$ cat src/rtl/traffic_light_pkg.sv
// Light bus encoding and phase ordering shared by the traffic light controller and its monitor.
package traffic_light_pkg;

  localparam logic [1:0] RED     = 2'b00;
  localparam logic [1:0] GREEN   = 2'b01;
  localparam logic [1:0] YELLOW  = 2'b10;
  localparam logic [1:0] INVALID = 2'b11;

  // Monitor tracking state; the encoding matches the light codes so it can drive phase directly.
  typedef enum logic [1:0] {
    ST_RED    = 2'b00,
    ST_GREEN  = 2'b01,
    ST_YELLOW = 2'b10,
    ST_SYNC   = 2'b11
  } state_t;

  function automatic logic [1:0] successor(input logic [1:0] code);
    case (code)
      RED:     successor = GREEN;
      GREEN:   successor = YELLOW;
      YELLOW:  successor = RED;
      default: successor = INVALID;
    endcase
  endfunction

endpackage

$ cat src/rtl/dwell_counter.sv
// Saturating dwell counter: clear to 0, load to 1 on phase entry, or increment while the phase holds.
module dwell_counter #(
  parameter int CNT_W = 8
) (
  input  logic             clk,
  input  logic             reset,
  input  logic             clr,
  input  logic             load1,
  input  logic             inc,
  output logic [CNT_W-1:0] count
);

  always_ff @(posedge clk) begin
    if (!reset || clr) begin
      count <= '0;
    end else if (load1) begin
      count <= CNT_W'(1);
    end else if (inc && count != '1) begin
      count <= count + 1'b1;
    end
  end

endmodule

$ cat src/rtl/traffic_light_monitor.sv
// Passive checker of the RED->GREEN->YELLOW light sequence: tracks phase and dwell, flags protocol errors, counts cycles.
module traffic_light_monitor
  import traffic_light_pkg::*;
#(
  parameter int RED_MIN    = 3,
  parameter int GREEN_MIN  = 3,
  parameter int YELLOW_MIN = 1,
  parameter int MAX_DWELL  = 8,
  parameter int CNT_W      = 8,
  parameter int CYC_W      = 16
) (
  input  logic             clk,
  input  logic             reset,
  input  logic [1:0]       light,
  output logic [1:0]       phase,
  output logic [CNT_W-1:0] dwell,
  output logic [CYC_W-1:0] cycle_count,
  output logic             code_err,
  output logic             seq_err,
  output logic             short_err,
  output logic             stuck_err,
  output logic             err_sticky
);

  localparam logic [CNT_W-1:0] RED_MIN_C    = CNT_W'(RED_MIN);
  localparam logic [CNT_W-1:0] GREEN_MIN_C  = CNT_W'(GREEN_MIN);
  localparam logic [CNT_W-1:0] YELLOW_MIN_C = CNT_W'(YELLOW_MIN);
  localparam logic [CNT_W-1:0] MAX_C        = CNT_W'(MAX_DWELL);

  // Classification of the current sample relative to the tracked phase.
  typedef enum logic [2:0] {
    EV_CODE,
    EV_SYNC,
    EV_HOLD,
    EV_ADVANCE,
    EV_JUMP
  } event_t;

  state_t state;
  event_t ev;
  logic   cnt_clr;
  logic   cnt_load1;
  logic   cnt_inc;

  function automatic logic [CNT_W-1:0] phase_min(input state_t s);
    case (s)
      ST_RED:    phase_min = RED_MIN_C;
      ST_GREEN:  phase_min = GREEN_MIN_C;
      ST_YELLOW: phase_min = YELLOW_MIN_C;
      default:   phase_min = '0;
    endcase
  endfunction

  always_comb begin
    ev = EV_JUMP;
    if (light == INVALID) begin
      ev = EV_CODE;
    end else if (state == ST_SYNC) begin
      ev = EV_SYNC;
    end else if (light == 2'(state)) begin
      ev = EV_HOLD;
    end else if (light == successor(2'(state))) begin
      ev = EV_ADVANCE;
    end
  end

  always_comb begin
    cnt_clr   = (ev == EV_CODE);
    cnt_inc   = (ev == EV_HOLD);
    cnt_load1 = (ev == EV_SYNC) || (ev == EV_ADVANCE) || (ev == EV_JUMP);
  end

  dwell_counter #(
    .CNT_W(CNT_W)
  ) u_dwell (
    .clk  (clk),
    .reset(reset),
    .clr  (cnt_clr),
    .load1(cnt_load1),
    .inc  (cnt_inc),
    .count(dwell)
  );

  always_ff @(posedge clk) begin
    if (!reset) begin
      state       <= ST_SYNC;
      cycle_count <= '0;
      code_err    <= 1'b0;
      seq_err     <= 1'b0;
      short_err   <= 1'b0;
      stuck_err   <= 1'b0;
      err_sticky  <= 1'b0;
    end else begin
      code_err  <= 1'b0;
      seq_err   <= 1'b0;
      short_err <= 1'b0;
      stuck_err <= 1'b0;
      case (ev)
        EV_CODE: begin
          code_err   <= 1'b1;
          err_sticky <= 1'b1;
          state      <= ST_SYNC;
        end
        EV_SYNC: begin
          state <= state_t'(light);
        end
        EV_HOLD: begin
          // Old dwell equal to MAX_DWELL means this sample is the first one over the limit.
          if (dwell == MAX_C && dwell != '1) begin
            stuck_err  <= 1'b1;
            err_sticky <= 1'b1;
          end
        end
        EV_ADVANCE: begin
          if (dwell < phase_min(state)) begin
            short_err  <= 1'b1;
            err_sticky <= 1'b1;
          end
          if (state == ST_YELLOW) begin
            cycle_count <= cycle_count + CYC_W'(1);
          end
          state <= state_t'(light);
        end
        default: begin
          seq_err    <= 1'b1;
          err_sticky <= 1'b1;
          state      <= state_t'(light);
        end
      endcase
    end
  end

  assign phase = 2'(state);

endmodule
$ cat config.mk
export PLATFORM = sky130hd
export DESIGN_NAME = traffic_light_monitor
export DESIGN_NICKNAME = d
export VERILOG_FILES = /design/src/rtl/traffic_light_pkg.sv /design/src/rtl/dwell_counter.sv /design/src/rtl/traffic_light_monitor.sv
export SDC_FILE = /design/constraint.sdc
export NUM_CORES = 1
export LEC_CHECK = 0
export ABC_AREA = 1
export CORE_MARGIN = 2
export CORE_UTILIZATION = 25
export DETAILED_ROUTE_END_ITERATION = 8
export PLACE_DENSITY = 0.45
export SYNTH_ARGS = -nofsm -noshare
export SYNTH_HDL_FRONTEND = slang
export SYNTH_SLANG_ARGS = --single-unit
$ cat constraint.sdc
create_clock -name clk -period 5.4 [get_ports clk]
set_input_delay 1.62 -clock clk [delete_from_list [all_inputs] [get_ports clk]]
set_output_delay 1.62 -clock clk [all_outputs]
set_load 0.02 [all_outputs]
After elaboration in Yosys (flattened, before gate mapping):

Index checks and enable logic that the tools add are counted.

* word-level logic and storage cells: 64
* bits of input ports: 4
* bits in registers: 31
* output and inout port bits: 31

* reductions and logical operators: 16
* add/subtract/negate cells: 2
* multiplexer cells: 21
* $lt $le $gt $ge: 1
* eq/ne operators: 14
* bitwise gates (word level): 1

Operators by type and width (number)
* $add A16 B1 Y16 const B: 1
* $mux W8: 2
* $mux W3: 4
* $add A8 B1 Y8 const B: 1
* $eq A8 B4 Y1 const B: 1
* $lt A8 B8 Y1: 1
* $mux W1: 8
* $ne A8 B8 Y1 const B: 1
* $pmux W2 S2: 2
* $eq A2 B2 Y1 const B: 3
* $eq A3 B2 Y1 const B: 2
* $mux W2: 3
* $pmux W2 S3: 1
* $reduce_and A2 Y1: 3
* $eq A2 B2 Y1: 2
* $reduce_or A2 Y1: 2
* $reduce_or A4 Y1: 1
* $eq A3 B1 Y1 const B: 1
* $eq A3 B3 Y1 const B: 1
* $logic_not A3 Y1: 1
* $logic_or A1 B1 Y1: 3
* $pmux W1 S3: 1
* $reduce_and A3 Y1: 1
* $eq A2 B1 Y1 const B: 1
* 7 further kinds: 8

Depth between registers and ports, before layout:

Gate-level depths: netlist (run 1).

* depth in word-level cells: 16
* mapped depth: 11
* depth with buffers taken out: 10

Cells and area by module:

A second synthesis (run 1) with hierarchy kept.

* cell total of the unflattened synthesis: 292
* area total of the unflattened synthesis: 1915.6 um^2

By module, submodules not included
* traffic_light_monitor: cells each 221, sequential area each 460.4 um^2, instances 1, area each 1447.6 um^2
* dwell_counter: cells each 71, sequential area each 160.2 um^2, instances 1, area each 467.9 um^2

Worst setup path before layout (run 1):

Ideal clock, no wire load.

* path kind: input-to-reg
* start point: in light[0]
* end point: reg cycle_count[9]
* slack: 2.849 ns
* data required time: 5.268 ns
* library setup time: 0.132 ns
* stages: 9
* path buffers: 1
* data arrival time: 2.419 ns
* path through: inv_2 -> nand2_1 -> nand2_1 -> nand3_4 -> nor2_8 -> nand3_4 -> buf_6 -> nand2_1 -> a21oi_1

* cells in the longest elaborated chain, start to end: 7
* elaborated cells between the ends (all ways): 9
* classes of those cells: eq/ne (4); mux (4); reduce/logical (1)

Ends and longest elaborated chain
* start: declaration: line traffic_light_monitor.sv:14 `input logic [1:0] light,`
* $eq A2 B2 Y1: line traffic_light_monitor.sv:62 `end else if (light == successor(2'(state))) begin`
* $mux W3: line traffic_light_monitor.sv:62
* $mux W3: line traffic_light_monitor.sv:60 `end else if (light == 2'(state)) begin`
* $mux W3: line traffic_light_monitor.sv:58 `end else if (state == ST_SYNC) begin`
* $mux W3 (*): line traffic_light_monitor.sv:56 `if (light == INVALID) begin`
* $eq A3 B2 Y1 (*): line traffic_light_monitor.sv:98 `case (ev)`
* $reduce_and A2 Y1 (no source line) (*)
* end signal: assignment: line traffic_light_monitor.sv:120 `cycle_count <= cycle_count + CYC_W'(1);`
* end: declaration: line traffic_light_monitor.sv:17 `output logic [CYC_W-1:0] cycle_count,`

Mark *: on every way between the ends. The rest lies on a longest branch, timed or not.
A chain may end at the register's enable or synchronous reset.

Final worst setup path (run 1):

* start point: in light[1]
* end point: reg cycle_count[9]

The elaborated chain is that of the path after synthesis.

==> flow_summary.rst, run 1 <==
.. list-table::
   :header-rows: 1

   * - Metric
     - Value
   * - Result of the run
     - completed
   * - Number of flops mapped to enable cells by yosys
     - 0
   * - Number of endpoints failing setup at the final stage
     - 0
   * - Crit start category
     - input port
   * - Yosys synthesis warning count
     - 0
   * - Power Density
     - approximately 220 mW/mm²
   * - First-pass GRT wire length
     - 8.280 mm
   * - Number of buffers inserted to repair setup after CTS
     - 0
   * - Register-to-register path setup slack
     - 3.31 ns
   * - Chain of cells forming the critical path
     - clkdlybuf4s50_1, inv_2, nand2_2, nand2_2, nand2_4, nand2_4, nor3_2, nand3_1, a21oi_1
   * - Count leader, synth
     - sky130_fd_sc_hd__nand2_1
   * - Family of cells with the greatest summed delay on the critical path
     - simple AND/OR/NAND/NOR gates
   * - Critical path data required time
     - 5.61 ns
   * - Leading area contributor after synthesis
     - sky130_fd_sc_hd__dfxtp_1
   * - Clock sink total
     - 31
   * - Number of cells produced by synthesis
     - between 200 and 300
   * - Mean cell area of the mapped netlist
     - 6.740 µm²
   * - Clock tree root driver cell
     - sky130_fd_sc_hd__clkbuf_8
   * - Proportion of synthesized flip-flops having asynchronous set or reset
     - 0
   * - Area Overhead vs Synth
     - 28.44%
   * - Biggest cell delay along the critical path
     - 0.55 ns
   * - Maxcap violations
     - 0
   * - Prevailing post-synth register cell
     - sky130_fd_sc_hd__dfxtp_1
   * - ANT nets after route
     - 0
   * - Number of antenna cells inserted
     - 0
   * - RSZ-0062 raised after global routing
     - false
   * - Worst hold path class
     - register to register
   * - Lkg Pwr
     - 0.9030 nW
   * - Fin nets
     - 328
   * - Nets in the synthesized netlist
     - 294
   * - Number of global-route vias before repair
     - 1710
   * - Sequential-to-total area share from yosys stat
     - 0.3265
   * - Number of buffers created by CTS
     - 5
   * - Final critical path time including I/O delays and setup
     - 3.143 ns
   * - Iter 0 DRT Violations
     - 64
   * - Antenna violations before repair
     - 0
   * - Quantity of gates resized following cts
     - 0
   * - Placed instance count
     - 408
   * - Routability Congestion
     - 0.7949
   * - Number of max-slew violations in the final report
     - 0
   * - Core Rows
     - 31
   * - Hold Vio Cnt, Final
     - 0
   * - Slew at the pin closest to its max-slew limit
     - 0.7198 ns
   * - Ranking of synthesized cells by area
     - sky130_fd_sc_hd__dfxtp_1, sky130_fd_sc_hd__nand2_1, sky130_fd_sc_hd__a21oi_1, sky130_fd_sc_hd__nand3_1, sky130_fd_sc_hd__nor2_1
   * - Most numerous cell types in the synthesized netlist
     - sky130_fd_sc_hd__nand2_1, sky130_fd_sc_hd__dfxtp_1, sky130_fd_sc_hd__nor2_1
   * - Die Ht
     - 91.19 µm
   * - Overall routing resource usage
     - 0.1229
   * - Gr ovfl total
     - 0
   * - Worst relative slew slack
     - 0.5202
   * - Post-detail-place hpwl
     - 3.641 mm
   * - Clock insertion delay at the later pin of the skew report
     - 0.29 ns
   * - Initial Utilization
     - 0.2606
   * - Maximum clock insertion buffer count
     - 2
   * - Area fraction of the dominant cell type after synthesis
     - 0.3265
   * - Final wirelength
     - 4.871 mm
   * - Power, Total
     - 0.5328 mW
   * - Clock transition time at the flip-flop clock pins of the worst setup and hold paths
     - approximately 0.070 ns
   * - Per-cell routed wire length
     - 11.71 µm
   * - Critical-path cell with the highest stage delay
     - sky130_fd_sc_hd__clkdlybuf4s50_1
   * - Hold path startpoint
     - err_sticky
   * - Worst VDD drop
     - 86.76 µV
   * - Buffers plus inverters on the worst setup path
     - 2
   * - Final critical-path share of the clock period
     - 0.5821
   * - Maximum number of pins on one net before global-route repair
     - 21
   * - Core region area
     - about 0.0073 mm²
   * - Number of levels the H-tree was split into
     - 2
   * - Distinct cell type count of the synthesized netlist
     - 26
   * - Total number of vias
     - 1834
   * - Start-to-end type of the worst setup path
     - input port to register
   * - Final non-filler cell total
     - 416
   * - Max Clock Freq
     - ~0.32 GHz
   * - Maximum fanout along the worst path
     - 11
   * - Fin Clk Skew
     - 0.01114 ns
   * - Netlist Area Pre-Place
     - 0.001901 mm²
   * - Proportion of layout cells with a drive suffix above 1
     - 0.06940
   * - Number of port buffers
     - 34
   * - Register bit count reported by yosys
     - 31
   * - Die X
     - a little over 90 µm
   * - DRC errors left
     - 0
   * - Startpoint of the worst register-to-register path
     - phase[0]
   * - Clock tree from TritonCTS
     - built
   * - Signal arrival time at the worst endpoint
     - 3.35 ns
   * - Worst setup startpoint
     - light[1]
   * - Pre-antenna DRT Iters
     - 4
   * - Number of vias per cell
     - between 4 and 5
   * - Total negative slack
     - 0 ns
   * - Area of the die
     - 0.008316 mm²
   * - Worst setup EP type
     - register
   * - CTS hold repair buffers
     - 0
   * - I/O pin count
     - 35
worst reg2reg max path, stage by stage (launching register included):
cell and delay (ns):
sky130_fd_sc_hd__dfxtp_1 0.41, sky130_fd_sc_hd__inv_1 0.11, sky130_fd_sc_hd__ha_1 0.31, sky130_fd_sc_hd__inv_1 0.06, sky130_fd_sc_hd__nand2_1 0.04, sky130_fd_sc_hd__nand2_1 0.11, sky130_fd_sc_hd__nand3_4 0.11, sky130_fd_sc_hd__nor3_2 0.58
sky130_fd_sc_hd__nand3_1 0.15, sky130_fd_sc_hd__a21oi_1 0.15
cell usage in the layout (no fill, tap or decap), types with 2 or more instances in the layout:
cell type / n
sky130_fd_sc_hd__a21oi_1: 23
sky130_fd_sc_hd__clkdlybuf4s50_1: 34
sky130_fd_sc_hd__o21ai_0: 5
sky130_fd_sc_hd__dfxtp_1: 31
sky130_fd_sc_hd__inv_2: 2
sky130_fd_sc_hd__inv_1: 24
sky130_fd_sc_hd__nor3_1: 6
sky130_fd_sc_hd__ha_1: 8
sky130_fd_sc_hd__nor2_1: 29
sky130_fd_sc_hd__nand4_1: 12
sky130_fd_sc_hd__nand3_1: 23
sky130_fd_sc_hd__nand3b_1: 4
sky130_fd_sc_hd__nand2_1: 85
sky130_fd_sc_hd__nand2_4: 2
sky130_fd_sc_hd__nand3_4: 2
sky130_fd_sc_hd__clkbuf_8: 6
sky130_fd_sc_hd__xor2_1: 7
sky130_fd_sc_hd__xnor2_1: 3
sky130_fd_sc_hd__nand2_2: 5
layout make-up:
type | instances | area, µm²
well taps | 99 | 123.9
clock buffers | 6 | 82.58
clock inverters | 2 | 35.03
fillers | 858 | 4851
inverters | 26 | 97.59
flip-flops and latches | 31 | 620.6
repair buffers | 34 | 340.3
multi-input cells | 218 | 1141
cell families after synthesis:
group                    Yosys count  synth area share
AND/OR/NAND/NOR                  171            0.4233
buffers and inverters             33           0.07307
XOR/XNOR                          10           0.04609
adder cells (fa/ha/maj)            8           0.05267
AO/OA/AOI/OAI                     29           0.07834
flip-flops                        31            0.3265
power by group:
| part | switching (mW) | internal [mW] |
|---|---|---|
| registers | 0.00337 | 0.232 |
| clock network | 0.0920 | 0.149 |
| logic | 0.0368 | 0.0193 |
| total | 0.132 | 0.401 |
worst paths after layout:
path,to,cells past startpoint
max,cycle_count[9],9
min,err_sticky,2
max reg2reg,cycle_count[9],9
min reg2reg,err_sticky,2
metrics by stage:
step	cell area [µm²]	utilization	setup slack [ns]	hold slack, ns
after floorplan	1901	-	2.849	0.5264
after global placement	2323	0.3186	1.938	0.4628
after detailed placement	2323	0.3186	1.907	0.4680
after CTS	2441	0.3348	2.196	0.4781
after global routing	2441	0.3348	1.989	0.5077
final	2441	0.3348	2.257	0.4646
sequential cells by signal (all words and copies together) (netlist names):
signal	flops
short_err	1
u_dwell.count	8
phase	2
code_err	1
stuck_err	1
seq_err	1
cycle_count	16
err_sticky	1
layer usage:
metal  part of all wire  track usage
met5                  0            0
met4              0.013      0.03788
met3              0.035      0.02905
met2               0.44       0.1889
met1               0.51       0.1698
Note: power is estimated with default switching activity, not from simulation.
==> inputs of run 2 (changes only) <==
==> constraint.sdc (replaced) <==
create_clock -name clk -period 2.95 [get_ports clk]
set_input_delay 0.885 -clock clk [delete_from_list [all_inputs] [get_ports clk]]
set_output_delay 0.885 -clock clk [all_outputs]
set_load 0.02 [all_outputs]
==> run 2 against run 1 <==
Compared with the run above:
- worst setup slack got worse by 1.6 ns
- via count increased by 2.8%
- critical path type is now register to output pin
- first-iteration DRC count increased by 63%
- sequential share of layout area increased by 0.16 points
- critical endpoint is now dwell[2]
- largest power group is now registers
- clock power increased by 44%
- clock-buffer cell count unchanged
- design area decreased by 0.61%
- global-route usage increased by 0.49 points
- sequential cell count unchanged
- non-clock buffer count increased by 2
- clock skew decreased by 0.0048 ns
- routed wire length increased by 4.6%
==> flow_summary.rst, run 2 (synthesized netlist as in run 1, its figures left out) <==
.. list-table::
   :header-rows: 1

   * - Metric
     - Value
   * - Fin nets
     - 330 (+0.61%)
   * - Critical-path cell with the highest stage delay
     - sky130_fd_sc_hd__clkdlybuf4s50_1
   * - Routability Congestion
     - 0.8207 (+3.2%)
   * - Slew at the pin closest to its max-slew limit
     - 0.7377 ns (+0.01798 ns)
   * - Min Hold Slack
     - 0.4772 ns (+0.01255 ns)
   * - Buffers plus inverters on the worst setup path
     - 1 (-1)
   * - Maximum clock insertion buffer count
     - 2 (unchanged)
   * - Maximum fanout along the worst path
     - 8 (-3)
   * - Total negative slack
     - 0 ns (unchanged)
   * - Signal arrival time at the worst endpoint
     - 1.42 ns (-1.93 ns)
   * - Most common cell after layout, fill and taps aside
     - sky130_fd_sc_hd__nand2_1
   * - Power Density
     - 364.4 mW/mm² (+67%)
   * - Number of global-route vias before repair
     - 1732 (+1.3%)
   * - Number of antenna cells inserted
     - 0 (unchanged)
   * - Fin Clk Skew
     - 0.006313 ns (-0.004830 ns)
   * - Maximum number of pins on one net before global-route repair
     - 20 (-4.8%)
   * - Relative contribution of combinational cells to total power
     - 0.120 (+0.015)
   * - Cell Int Power
     - 0.6449 mW (+61%)
   * - Sequential group share of total power
     - 0.488 (+0.046)
   * - Worst setup EP type
     - output pin
   * - Clock sink total
     - 31 (unchanged)
   * - Clock share of power
     - 0.391 (-0.062)
   * - Number of vias per cell
     - 4.520 (+2.5%)
   * - Lkg Pwr
     - 0.8990 nW (-0.44%)
   * - Die X
     - 91.19 µm (unchanged)
   * - Register bank with the most flops
     - cycle_count
   * - Worst hold path class
     - register to register
   * - Chain of cells forming the critical path
     - clkdlybuf4s50_1
   * - Total number of vias
     - 1885 (+2.8%)
   * - Worst hold path stage count
     - 2 (unchanged)
   * - Critical path depth
     - 1 (-8)
   * - Quantity of gates resized following cts
     - 0 (unchanged)
   * - ANT nets after route
     - 0 (unchanged)
   * - Number of endpoints failing setup at the final stage
     - 0 (unchanged)
   * - Critical path data required time
     - 2.07 ns (-3.54 ns)
   * - Worst VDD drop
     - 116.3 µV (+34%)
   * - Clock tree from TritonCTS
     - built
   * - Final critical path time including I/O delays and setup
     - around 2.3 ns
   * - Number of levels the H-tree was split into
     - 2 (unchanged)
   * - Largest register FFs
     - 16 (unchanged)
   * - Number of port buffers
     - 34 (unchanged)
   * - Iter 0 DRT Violations
     - 104 (+63%)
   * - Die Ht
     - 91.19 µm (unchanged)
   * - Worst relative slew slack
     - 0.5082 (-0.01199)
   * - FF-to-FF path depth
     - 9 (unchanged)
   * - Hold Vio Cnt, Final
     - 0 (unchanged)
   * - Most frequent cells in the layout
     - sky130_fd_sc_hd__nand2_1, sky130_fd_sc_hd__clkdlybuf4s50_1, sky130_fd_sc_hd__dfxtp_1
   * - Initial Utilization
     - 0.2606 (unchanged)
   * - Pre-antenna DRT Iters
     - 4 (unchanged)
   * - Area of the multi-input gates
     - 0.001141 mm² (unchanged)
   * - RSZ-0062 raised after global routing
     - false
   * - Final wirelength
     - 5.095 mm (+4.6%)
   * - Clock insertion delay at the later pin of the skew report
     - 0.28 ns (about the same)
   * - Combined flip-flop and latch cell area
     - 620.6 µm² (unchanged)
   * - Clock transition time at the flip-flop clock pins of the worst setup and hold paths
     - 0.07 ns (about the same)
   * - Gr ovfl total
     - 0 (unchanged)
   * - Switching power total
     - 0.2392 mW (+81%)
   * - Family of cells with the greatest summed delay on the critical path
     - buffers and inverters
   * - Proportion of layout cells with a drive suffix above 1
     - 0.07233 (+0.002926)
   * - Per-cell routed wire length
     - 12.22 µm (+4.3%)
   * - Number of buffers created by CTS
     - 5 (unchanged)
   * - Setup slack after placement
     - 0.4076 ns (-1.500 ns)
   * - Crit start category
     - register
   * - Number of buffers inserted to repair setup after CTS
     - 0 (unchanged)
   * - Start-to-end type of the worst setup path
     - register to output pin
   * - Antenna violations before repair
     - 0 (unchanged)
   * - Final Worst Setup Slack
     - 0.6446 ns (-1.612 ns)
   * - Count of fill cells added during filler insertion
     - 840 (-2.1%)
   * - Clock tree root driver cell
     - sky130_fd_sc_hd__clkbuf_8
   * - DRC errors left
     - 0 (unchanged)
   * - Area of the die
     - 0.008316 mm² (unchanged)
   * - Final critical-path share of the clock period
     - 0.7815
   * - Biggest cell delay along the critical path
     - 0.66 ns (+0.11 ns)
   * - Max Clock Freq
     - 0.4338 GHz
   * - Area Overhead vs Synth
     - 27.65%
   * - Core Rows
     - 31 (unchanged)
   * - Maxcap violations
     - 0 (unchanged)
   * - Result of the run
     - completed
   * - Number of max-slew violations in the final report
     - 0 (unchanged)
   * - Core region area
     - 0.007292 mm² (unchanged)
   * - Post-detail-place hpwl
     - 3.760 mm (+3.3%)
   * - CTS hold repair buffers
     - 0 (unchanged)
   * - Switching part of the total
     - 0.2706 (+0.02245)
   * - I/O pin count
     - 35 (unchanged)
   * - First-pass GRT wire length
     - 8.618 mm (+4.1%)
   * - Overall routing resource usage
     - 0.1278 (+0.004895)
[run 2: cell types whose count changed in the layout (fill, tap and decap cells not counted), sizes merged]
| cell | previous run | this run |
|---|---|---|
| buf | 0 | 2 |
| bufinv | 1 | 0 |
[run 2: per-layer routing]
metal	vias up	share of wire	GRT usage
li1	989	-	-
met5	-	0	0
met1	864	0.49	0.1648
met4	0	0.011	0.03914
met2	26	0.47	0.2142
met3	6	0.029	0.02573
[run 2: area by class of cell]
class	instances	share of cell area
Multi-Input combinational cell	218	0.4703
Sequential cell	31	0.2558
Timing Repair Buffer	36	0.1465
Tap cell	99	0.05106
Inverter	26	0.04023
Clock buffer	6	0.03404
Clock inverter	1	0.002063
[run 2: worst paths after layout]
path                                        from          to  slack [ns]
worst max register to register          phase[0]  err_sticky        0.88
worst max-delay path            u_dwell.count[2]    dwell[2]        0.64
worst min-delay path                  err_sticky  err_sticky        0.48
worst min register to register        err_sticky  err_sticky        0.48
[run 2: power groups by stage]
stage	Combinational, mW	Clock [mW]	Sequential [mW]
after global placement	0.108	0	0.442
after detailed placement	0.107	0	0.441
final	0.107	0.346	0.432
after floorplan	0.0658	0	0.447
after global routing	0.119	0.376	0.433
after CTS	0.107	0.362	0.432
[run 2: through the flow]
stage	utilization	instance area (µm²)	power [mW]	instances
5_1_grt	0.3327	2426	0.9270	417
2_1_floorplan	-	1901	0.5126	282
3_5_place_dp	0.3207	2338	0.5486	410
3_3_place_gp	0.3207	2338	0.5492	410
4_1_cts	0.3327	2426	0.9009	417
6_report	0.3327	2426	0.8841	417
==> inputs of run 3 (changes only) <==
--- a/config.mk
+++ b/config.mk
@@ -9,7 +9,7 @@
 export CORE_MARGIN = 2
 export CORE_UTILIZATION = 25
 export DETAILED_ROUTE_END_ITERATION = 8
-export PLACE_DENSITY = 0.45
+export PLACE_DENSITY = 0.47
 export SYNTH_ARGS = -nofsm -noshare
 export SYNTH_HDL_FRONTEND = slang
 export SYNTH_SLANG_ARGS = --single-unit
==> constraint.sdc (replaced) <==
create_clock -name clk -period 2.1 [get_ports clk]
set_input_delay 0.63 -clock clk [delete_from_list [all_inputs] [get_ports clk]]
set_output_delay 0.63 -clock clk [all_outputs]
set_load 0.02 [all_outputs]
==> run 3 against run 2 <==
Compared with the run above:
- clock power grew 24%
- highest routed layer unchanged
- cell count grew 4.3%
- clock-buffer cell count is the same
==> flow_summary.rst, run 3 (synthesized netlist as in run 1, its figures left out) <==
.. list-table::
   :header-rows: 1

   * - Metric
     - Value
   * - Most Used Layer, Global Route
     - met2
   * - Power, Total
     - 1.201 mW (+36%)
   * - Number of vias per cell
     - 4.340 (-4.0%)
   * - Start-to-end type of the worst setup path
     - register to output pin
   * - CTS hold repair buffers
     - 0 (unchanged)
   * - Clock tree root driver cell
     - sky130_fd_sc_hd__clkbuf_8
   * - Total number of vias
     - 1888 (+0.16%)
   * - Number of global-route vias before repair
     - 1796 (+3.7%)
   * - I/O pin count
     - 35 (unchanged)
   * - Crit start category
     - register
   * - Worst setup EP type
     - output pin
   * - Proportion of layout cells with a drive suffix above 1
     - 0.1220 (+0.04970)
   * - Area Overhead vs Synth
     - 34.43%
   * - Power Density
     - 470.2 mW/mm² (+29%)
   * - Fin Clk Skew
     - 0.007588 ns (+0.001275 ns)
   * - Clock sink total
     - 31 (unchanged)
   * - Result of the run
     - completed
   * - Final wirelength
     - 4.950 mm (-2.8%)
   * - Setup slack after placement
     - -0.08385 ns (-0.4915 ns)
   * - First-pass GRT wire length
     - 8.618 mm (unchanged)
   * - Min Hold Slack
     - 0.4674 ns (-0.009841 ns)
   * - Die X
     - 91.19 µm (unchanged)
   * - Sequential group share of total power
     - 0.503 (+0.015)
   * - Initial Utilization
     - 0.2606 (unchanged)
   * - Critical path data required time
     - 1.47 ns (-0.60 ns)
   * - Fin nets
     - 349 (+5.8%)
   * - Hold Vio Cnt, Final
     - 0 (unchanged)
   * - Final critical-path share of the clock period
     - 0.9557
   * - Core region area
     - 0.007292 mm² (unchanged)
   * - Maximum number of pins on one net before global-route repair
     - 18 (-10%)
   * - Switching part of the total
     - 0.2622 (-0.008368)
   * - GR met3 Demand/Resource
     - 0.02905 (+0.003320)
   * - Antenna violations before repair
     - 0 (unchanged)
   * - Total negative slack
     - 0 ns (unchanged)
   * - Biggest cell delay along the critical path
     - 0.65 ns (about the same)
   * - Chain of cells forming the critical path
     - clkdlybuf4s50_1
   * - Final Worst Setup Slack
     - 0.09295 ns (-0.5517 ns)
   * - Max Clock Freq
     - 0.4982 GHz
   * - Clock transition time at the flip-flop clock pins of the worst setup and hold paths
     - 0.06 ns (about the same)
   * - Number of max-slew violations in the final report
     - 0 (unchanged)
   * - Number of levels the H-tree was split into
     - 2 (unchanged)
   * - Family of cells with the greatest summed delay on the critical path
     - buffers and inverters
   * - Worst VDD drop
     - 215.9 µV (+86%)
   * - Buffers plus inverters on the worst setup path
     - 1 (unchanged)
   * - Clock tree from TritonCTS
     - built
   * - Number of antenna cells inserted
     - 0 (unchanged)
   * - Clock insertion delay at the later pin of the skew report
     - 0.28 ns (about the same)
   * - Signal arrival time at the worst endpoint
     - 1.38 ns (-0.04 ns)
   * - Global Route met1 Usage
     - 0.1696 (+0.004822)
   * - Maxcap violations
     - 0 (unchanged)
   * - Relative contribution of combinational cells to total power
     - 0.140 (+0.020)
   * - Final core area utilization
     - 0.3504 (+0.01767)
   * - Clock share of power
     - 0.356 (-0.035)
   * - Overall routing resource usage
     - 0.1285 (+0.0007634)
   * - Met2 track demand over resource
     - 0.2056 (-0.008642)
   * - Core Rows
     - 31 (unchanged)
   * - Per-cell routed wire length
     - 11.38 µm (-6.9%)
   * - Cell Int Power
     - 0.8864 mW (+37%)
   * - Gr ovfl total
     - 0 (unchanged)
   * - Critical-path cell with the highest stage delay
     - sky130_fd_sc_hd__clkdlybuf4s50_1
   * - Most common cell after layout, fill and taps aside
     - sky130_fd_sc_hd__nand2_1
   * - RSZ-0062 raised after global routing
     - false
   * - DRC errors left
     - 0 (unchanged)
   * - Final critical path time including I/O delays and setup
     - about 2.0 ns
   * - Worst hold path class
     - register to register
   * - Number of port buffers
     - 34 (unchanged)
   * - Maximum clock insertion buffer count
     - 2 (unchanged)
   * - Worst relative slew slack
     - 0.5093 (+0.001168)
   * - Lkg Pwr
     - 0.9827 nW (+9.3%)
   * - Routability Congestion
     - 0.8211 (about the same)
   * - Most frequent cells in the layout
     - sky130_fd_sc_hd__nand2_1, sky130_fd_sc_hd__clkdlybuf4s50_1, sky130_fd_sc_hd__dfxtp_1
   * - Slew at the pin closest to its max-slew limit
     - 0.7360 ns (-0.001751 ns)
   * - Iter 0 DRT Violations
     - 54 (-48%)
   * - ANT nets after route
     - 0 (unchanged)
   * - Quantity of gates resized following cts
     - 0 (unchanged)
   * - Maximum fanout along the worst path
     - 7 (-1)
   * - Switching power total
     - 0.3150 mW (+32%)
   * - Number of buffers inserted to repair setup after CTS
     - 0 (unchanged)
   * - Number of buffers created by CTS
     - 5 (unchanged)
   * - Pre-antenna DRT Iters
     - 4 (unchanged)
   * - Post-detail-place hpwl
     - 3.799 mm (+1.0%)
   * - Largest register FFs
     - 16 (unchanged)
   * - Register bank with the most flops
     - cycle_count
   * - Area of the die
     - 0.008316 mm² (unchanged)
   * - Number of endpoints failing setup at the final stage
     - 0 (unchanged)
   * - Die Ht
     - 91.19 µm (unchanged)
## run 3: cell count changes in the layout (fill, tap and decap cells not counted), sizes merged
cell and delta:
buf +19, clkinv -1
## run 3: layer usage
layer / routed length, µm / up-vias
met2: 2319 / 23
met1: 2451 / 837
li1: - / 1026
met3: 130 / 2
met5: 0 / -
met4: 49 / 0
## run 3: power by group through the flow
stage          logic [mW]  clock network (mW)  registers (mW)
4_1_cts             0.171               0.460           0.605
3_3_place_gp        0.171                   0           0.618
3_5_place_dp        0.171                   0           0.618
5_1_grt             0.189               0.487           0.606
6_report            0.169               0.428           0.605
2_1_floorplan      0.0924                   0           0.628
## run 3: area by class of cell
cell class                      count  area, µm²
Clock buffer                        6      72.57
Fill cell                         837       4737
Inverter                           26      97.59
Multi-Input combinational cell    218       1141
Sequential cell                    31      621.8
Tap cell                           99      123.9
Timing Repair Buffer               55      498.0
## run 3: through the flow
step / cell area, µm² / instances
after global routing: 2555 / 435
after global placement: 2481 / 429
after detailed placement: 2481 / 429
after floorplan: 1901 / 282
after CTS: 2554 / 435
final: 2555 / 435
## run 3: worst reg2reg max path: cells and delay by family, from the launching register on
family                   cells  cell delay, ns
AND/OR/NAND/NOR              5            0.67
flip-flops                   1            0.41
buffers and inverters        3            0.37
adder cells (fa/ha/maj)      1            0.32
## run 3: final timing paths
kind | from | to | slack [ns] | depth (start not counted)
max | u_dwell.count[3] | dwell[3] | 0.09 | 1
min | err_sticky | err_sticky | 0.47 | 2
max reg2reg | phase[0] | short_err | 0.24 | 9
min reg2reg | err_sticky | err_sticky | 0.47 | 2
